--- config.mk ---
export PLATFORM = sky130hd
export DESIGN_NAME = fifo_reader
export DESIGN_NICKNAME = d
export VERILOG_FILES = /design/src/rtl/fifo_pkg.sv /design/src/rtl/fifo_reader_skid.sv /design/src/rtl/fifo_reader.sv
export SDC_FILE = /design/constraint.sdc
export NUM_CORES = 1
export LEC_CHECK = 0
export ABC_AREA = 0
export CORE_MARGIN = 3
export CORE_UTILIZATION = 43
export DETAILED_ROUTE_END_ITERATION = 10
export PLACE_DENSITY = 0.73
export SYNTH_ARGS = -nofsm -noshare
export SYNTH_HDL_FRONTEND = slang
export SYNTH_SLANG_ARGS = --single-unit
--- constraint.sdc ---
create_clock -name clk -period 2.2 [get_ports clk]
set_input_delay 0.55 -clock clk [delete_from_list [all_inputs] [get_ports clk]]
set_output_delay 0.55 -clock clk [all_outputs]
set_load 0.03 [all_outputs]
--- src/rtl/fifo_pkg.sv ---
// Shared constants and types for the FIFO read-side consumer.
// Default data width and the matching word type.
package fifo_pkg;
  localparam int DEF_DATA_WIDTH = 8;
  localparam int SKID_DEPTH     = 2;
  typedef logic [DEF_DATA_WIDTH-1:0] fifo_data_t;
endpackage

--- src/rtl/fifo_reader_skid.sv ---
// Two-entry in-order output buffer: push into tail, pop from head, clear drops all.
// Push and pop in the same cycle are allowed at any non-zero occupancy.
module fifo_reader_skid
  import fifo_pkg::*;
#(
  parameter int W = DEF_DATA_WIDTH
) (
  input  logic         clk,
  input  logic         reset,
  input  logic         clear,
  input  logic         push,
  input  logic         pop,
  input  logic [W-1:0] din,
  output logic [1:0]   occ,
  output logic [W-1:0] head
);
  logic [W-1:0] tail;

  always_ff @(posedge clk) begin
    if (reset) begin
      occ  <= 2'd0;
      head <= '0;
      tail <= '0;
    end else if (clear) begin
      occ <= 2'd0;
    end else begin
      unique case ({push, pop})
        2'b10: begin
          if (occ == 2'd0) head <= din;
          else             tail <= din;
          occ <= occ + 2'd1;
        end
        2'b01: begin
          head <= tail;
          occ  <= occ - 2'd1;
        end
        // occupancy unchanged; the new word lands behind whatever remains
        2'b11: begin
          if (occ == 2'd1) head <= din;
          else begin
            head <= tail;
            tail <= din;
          end
        end
        default: ;
      endcase
    end
  end
endmodule

--- src/rtl/fifo_reader.sv ---
// FIFO read-port consumer re-presenting popped words as a valid/ready stream.
// Optional pop counter enabled with `define FIFO_READER_STATS_EN.
module fifo_reader
  import fifo_pkg::*;
#(
  parameter int DATA_WIDTH = DEF_DATA_WIDTH
) (
  input  logic                  clk,
  input  logic                  reset,
  input  logic                  en,
  input  logic                  flush,
  output logic                  rd_en,
  input  logic [DATA_WIDTH-1:0] rd_data,
  input  logic                  empty,
  output logic                  m_valid,
  input  logic                  m_ready,
  output logic [DATA_WIDTH-1:0] m_data
`ifdef FIFO_READER_STATS_EN
  ,
  output logic [31:0]           pop_cnt
`endif
);
  logic [1:0] occ;
  logic       inflight;
  logic       accept;
  logic [2:0] committed;

  assign m_valid   = (occ != 2'd0);
  assign accept    = m_valid & m_ready;
  assign committed = {1'b0, occ} + {2'b00, inflight};

  // Credit check counts the word already in flight so the buffer never overflows.
  always_comb begin
    rd_en = 1'b0;
    if (en && !empty && !flush && !reset)
      rd_en = (committed < 3'(SKID_DEPTH)) ||
              ((committed == 3'(SKID_DEPTH)) && accept);
  end

  always_ff @(posedge clk) begin
    if (reset || flush) inflight <= 1'b0;
    else                inflight <= rd_en;
  end

  fifo_reader_skid #(.W(DATA_WIDTH)) u_skid (
    .clk   (clk),
    .reset (reset),
    .clear (flush),
    .push  (inflight & ~flush),
    .pop   (accept),
    .din   (rd_data),
    .occ   (occ),
    .head  (m_data)
  );

`ifdef FIFO_READER_STATS_EN
  always_ff @(posedge clk) begin
    if (reset)      pop_cnt <= '0;
    else if (rd_en) pop_cnt <= pop_cnt + 32'd1;
  end
`endif
endmodule
### Yosys cells after proc, flatten, opt, wreduce, memory -nomap -nowiden

Index checks and enable logic that the tools add are counted.

* bitwise logic cells: 3
* reduce and logical (&&, ||, !) cells: 17
* $add $sub $neg: 3
* mux-type cells: 8
* eq/ne operators: 8
* magnitude comparators: 1

Operators with widths (count)
* $mux 8: 4
* $pmux 8 s3: 1
* $pmux 8 s2: 1
* $reduce_bool 2->1: 3
* $eq 2x1->1 const B: 2
* $eq 2x2->1 const B: 2
* $logic_and 1x1->1: 4
* $ne 2x2->1 const B: 2
* $pmux 2 s2: 1
* $reduce_and 4->1: 1
* $add 2x1->3: 1
* $eq 3x2->1 const B: 1
* $logic_not 1->1: 3
* $lt 3x2->1 const B: 1
* $reduce_and 3->1: 1
* $reduce_bool 3->1: 1
* $add 2x1->2 const B: 1
* $and 1x1->1: 2
* $logic_not 2->1: 1
* $logic_or 1x1->1: 2
* $ne 2x1->1 const B: 1
* $reduce_or 2->1: 1
* $sub 2x1->2 const B: 1
* $mux 1: 1
* $not 1->1: 1

* flip-flop bits (word level): 19
* bits of input ports: 14
* logic and storage cells: 44
* output and inout port bits: 10

### Logic depth before layout (Yosys ltp)

* word-level depth: 5
* gate-level depth with buffers: 10
* depth with buffers taken out: 8

### Cells and area by module

A second synthesis with hierarchy kept.

* cells, all modules: 124
* area, all modules: 1094.8 um^2

By module, submodules not included
* fifo_reader_skid: area an instance 979.7 um^2, cells each 110, times used 1, seq. area each 360.3 um^2
* fifo_reader: area an instance 115.1 um^2, cells each 14, times used 1, seq. area each 20.0 um^2

### Worst setup path before layout

Ideal clock, no wire load.

* path type: reg2out
* start point: register u_skid.occ[0]
* end point: output rd_en
* path buffers: 1
* stages on the path, launching flop included: 8
* path slack: -504 ps
* arrival: 2154 ps
* required time: 1650 ps
* path through: dfxtp_1 -> inv_1 -> ha_1 -> nand2b_1 -> buf_2 -> inv_2 -> a31oi_1 -> nor4_1

* cells in the longest elaborated chain, start to end: 5

RTL lines
* from (decl): RTL line fifo_reader_skid.sv:14 `output logic [1:0] occ,`
* from (signal assigned): RTL line fifo_reader_skid.sv:31 `occ <= occ + 2'd1;`
* from (signal assigned): RTL line fifo_reader_skid.sv:35 `occ <= occ - 2'd1;`
* branches (longest 3 deep; another with $add 2x1->3)
* $logic_or 1x1->1 *: RTL line fifo_reader.sv:36 `rd_en = (committed < 3'(SKID_DEPTH)) ||`
* $mux 1 *: RTL line fifo_reader.sv:35 `if (en && !empty && !flush && !reset)`
* to (decl): RTL line fifo_reader.sv:12 `output logic rd_en,`

Mark *: on every way between the ends.

### Worst setup path after layout

* start point: input empty
* end point: output rd_en

* cells in the longest elaborated chain, start to end: 5

RTL lines
* from (decl): RTL line fifo_reader.sv:14 `input logic empty,`
* $logic_not 1->1: RTL line fifo_reader.sv:35
* $logic_and 1x1->1 (3 in a row): RTL line fifo_reader.sv:35
* $mux 1: RTL line fifo_reader.sv:35

Every way passes these cells.

==> results by group <==
Placed design
  • PortBufs: 23
  • Placed Instance Area: 1350 um^2
  • Post-DP HPWL: 1980 um
  • GPL Wtd Cong: between 0.7 and 0.8

Synth
  • Synth area leader: dfxtp_1
  • Syn_nets: about 140
  • Share of the synthesized area in the top cell type: a little under two fifths
  • Synth Cell Area: around 1000 um^2
  • Sequential area share after synthesis: between 30% and 40%
  • #FFs+latches synth: 19
  • Post-synth cell types: 28
  • Synthesized instance count: approximately 120
  • Synth top area cells: dfxtp_1 37%, ha_1 9.9%, a21oi_1 7.9%
  • Post-synth top flop: dfxtp_1
  • Post-synth EDFFs: 0
  • Ys async rst share: 0%
  • Avg Cell Area, Syn: between 8 and 9 um^2
  • YS warnings: 0

Clock network
  • Clk slew on worst S/H paths: roughly 0.1 ns
  • CTS tree: done
  • Num CTS Buffers: 3
  • Root buf cell: clkbuf_4
  • CTS Hold Bufs: 0
  • H-tree depth: 1
  • CTS Buffer Depth: 2
  • Clk_lat worst skew: 0.29 ns
  • Clock Sink Count: 19

Run status
  • Status: finished, final reports clean

STA
  • Worst-Margin Slew: roughly 0.37 ns
  • Setup TNS: 0 ns
  • Final setup fails: 0
  • Unrepaired setup endpoints after global routing: yes
  • Slew Viols, Final: 0
  • Period utilisation layout: a little over nine tenths
  • Worst Skew: around 0.0013 ns
  • Final Hold Fails: 0
  • Max_slew headroom: between 70% and 80%
  • Max Freq: approximately 460 MHz
  • Minimum clock period: roughly 2.2 ns

Power
  • Power Dens Cells: about 440 nW/um^2
  • Sw Pwr: roughly 160 uW
  • Leakage power: roughly 0.00053 uW
  • VDD IR-drop max: 278 uV
  • Sw frac: 24.8%
  • Logic pwr share: between 15 and 20%
  • Internal Power: between 400 and 500 uW
  • Clk pwr share: about a quarter
  • Seq pwr share: between 50% and 60%

Floorplanning
  • CORE AREA: about 2100 um^2
  • I/O Pins: 24
  • # rows: 16
  • Die W: about 55 um
  • DIE AREA: 2980 um^2
  • Starting density of the core: about half
  • Die Span Y: approximately 55 um

Worst setup path
  • WP data required: between 1.5 and 2 ns
  • CP Max Fanout: 2
  • Arrival @ worst endpoint: 1.61 ns
  • Kind of critical path: input port to output pin
  • Worst setup SP type: input port
  • CP endpoint kind: output pin

Route
  • Drt first pass iters: 4
  • Drt wl/cell: about 15 um
  • Vias per cell: around 5.7
  • Number of DRC markers in iteration 0: 28
  • DRC Markers: 0
  • Routed wire length: around 2600 um
  • Remaining antenna violation count: 0
  • Via count: 1,001

GRT
  • Global Route Usage Sum: approximately a fifth
  • First-pass GRT wire length: approximately 4400 um
  • Initial antenna violation count: 0
  • Vias in the first global route: roughly 940
  • Largest net degree at the start of global routing: 20
  • GRT overflow: 0

Cells and area
  • Final Util: 67.7%
  • Nets: roughly 170
  • Layout cells sized above 1: 20.9%
  • Layout area overhead: 40.3%
  • Inserted Diodes: 0
  • Fin area: ~1400 um^2

Hold path
  • Hold Crit Class: register to register

Flow run
  • Max Cap Viol: 0
==> state kept, by name, summed over array words and instances, names as in the netlist <==
name and count:
u_skid.head 8, u_skid.occ 2, u_skid.tail 8, inflight 1
==> worst paths after layout <==
check	startpoint	to	slack [ns]	depth (start not counted)
setup / recovery	empty	rd_en	0.04	4
hold / removal	u_skid.tail[5]	u_skid.tail[5]	0.50	2
setup reg to reg	u_skid.occ[1]	u_skid.occ[1]	0.24	10
hold reg to reg	u_skid.tail[5]	u_skid.tail[5]	0.50	2
==> cells in the mapped netlist, types with 2 or more instances <==
library cell and count:
a21oi_1 16, a311oi_1 7, buf_1 2, buf_2 3, clkbuf_1 2, clkinv_1 2, dfxtp_1 19, ha_1 8
inv_1 4, nand2b_1 3, nand3_1 8, nor2_1 2, nor4_1 2, o211ai_1 8, o21ai_0 16, xor2_1 2
==> metrics by stage <==
step / power (uW) / setup WS, ns / std cells / hold WS [ns]
2_1_floorplan: 413 / 0.0154 / 116 / 0.454
3_3_place_gp: 463 / -0.116 / 170 / 0.464
3_5_place_dp: 466 / -0.175 / 170 / 0.483
4_1_cts: 635 / 0.000373 / 175 / 0.497
5_1_grt: 666 / -0.0716 / 175 / 0.540
6_report: 631 / 0.0427 / 175 / 0.500
==> worst max-delay path: stages <==
cell and delay [ns]:
clkdlybuf4s50_1 0.38, nand2b_1 0.20, nor4_4 0.31, buf_6 0.17
==> routing by layer <==
layer	up-vias	routed length [um]	track usage (%)	part of all wire (%)
met5	-	0	0	0
met2	33	1210	33.1	47
li1	502	-	-	-
met1	464	1200	27.1	47
met3	2	137	5.99	5.4
met4	0	7	4.56	0.27
==> logic make-up (layout without fill, tap and decap cells) <==
| family | count (synthesis) | count (layout) | share of synthesized area [%] |
|---|---|---|---|
| buffers and inverters | 15 | 47 | 6.66 |
| adders and majority gates | 8 | 8 | 9.86 |
| and+or+nand+nor | 19 | 19 | 10.4 |
| AOI/OAI and AO/OA | 52 | 52 | 32.4 |
| muxes | 1 | 1 | 1.48 |
| xor gates and xnor gates | 2 | 2 | 1.73 |
| DFF | 19 | 19 | 37.5 |
==> cells in the final DEF (no fill, tap or decap), types with 2 or more instances in the layout <==
| cell | synthesis | routed |
|---|---|---|
| nand3_1 | 8 | 8 |
| xor2_1 | 2 | 2 |
| clkdlybuf4s50_1 | 0 | 20 |
| a21oi_1 | 16 | 16 |
| o211ai_1 | 8 | 8 |
| dfxtp_1 | 19 | 17 |
| inv_1 | 4 | 3 |
| buf_4 | 0 | 13 |
| nand2b_1 | 3 | 2 |
| o21ai_0 | 16 | 16 |
| clkbuf_4 | 0 | 3 |
| a311oi_1 | 7 | 7 |
| clkinv_1 | 2 | 2 |
| ha_1 | 8 | 6 |
| dfxtp_2 | 0 | 2 |
==> power groups by stage <==
stage / clock network (uW) / registers [uW] / logic, uW
after CTS: 173 / 356 / 106
after floorplan: 0 / 372 / 41.5
after global routing: 194 / 356 / 115
after detailed placement: 0 / 363 / 103
after global placement: 0 / 363 / 100
final: 168 / 356 / 107
==> area by class of cell <==
cell class | count | area, um^2
tap | 27 | 33.8
sequential | 19 | 383
timing repair buffer | 36 | 330
multi-input combinational | 82 | 622
inverter | 7 | 28.8
fill | 170 | 678
clock buffer | 4 | 26.3
==> repair_timing <==
item | 4_1_cts | 5_1_grt
pin swaps | 2 | 0
endpoints found under the setup margin | 2 | 2
buffers inserted | 1 | 0
resized for setup | 9 | 2
Note: power is estimated with default switching activity, not from simulation.
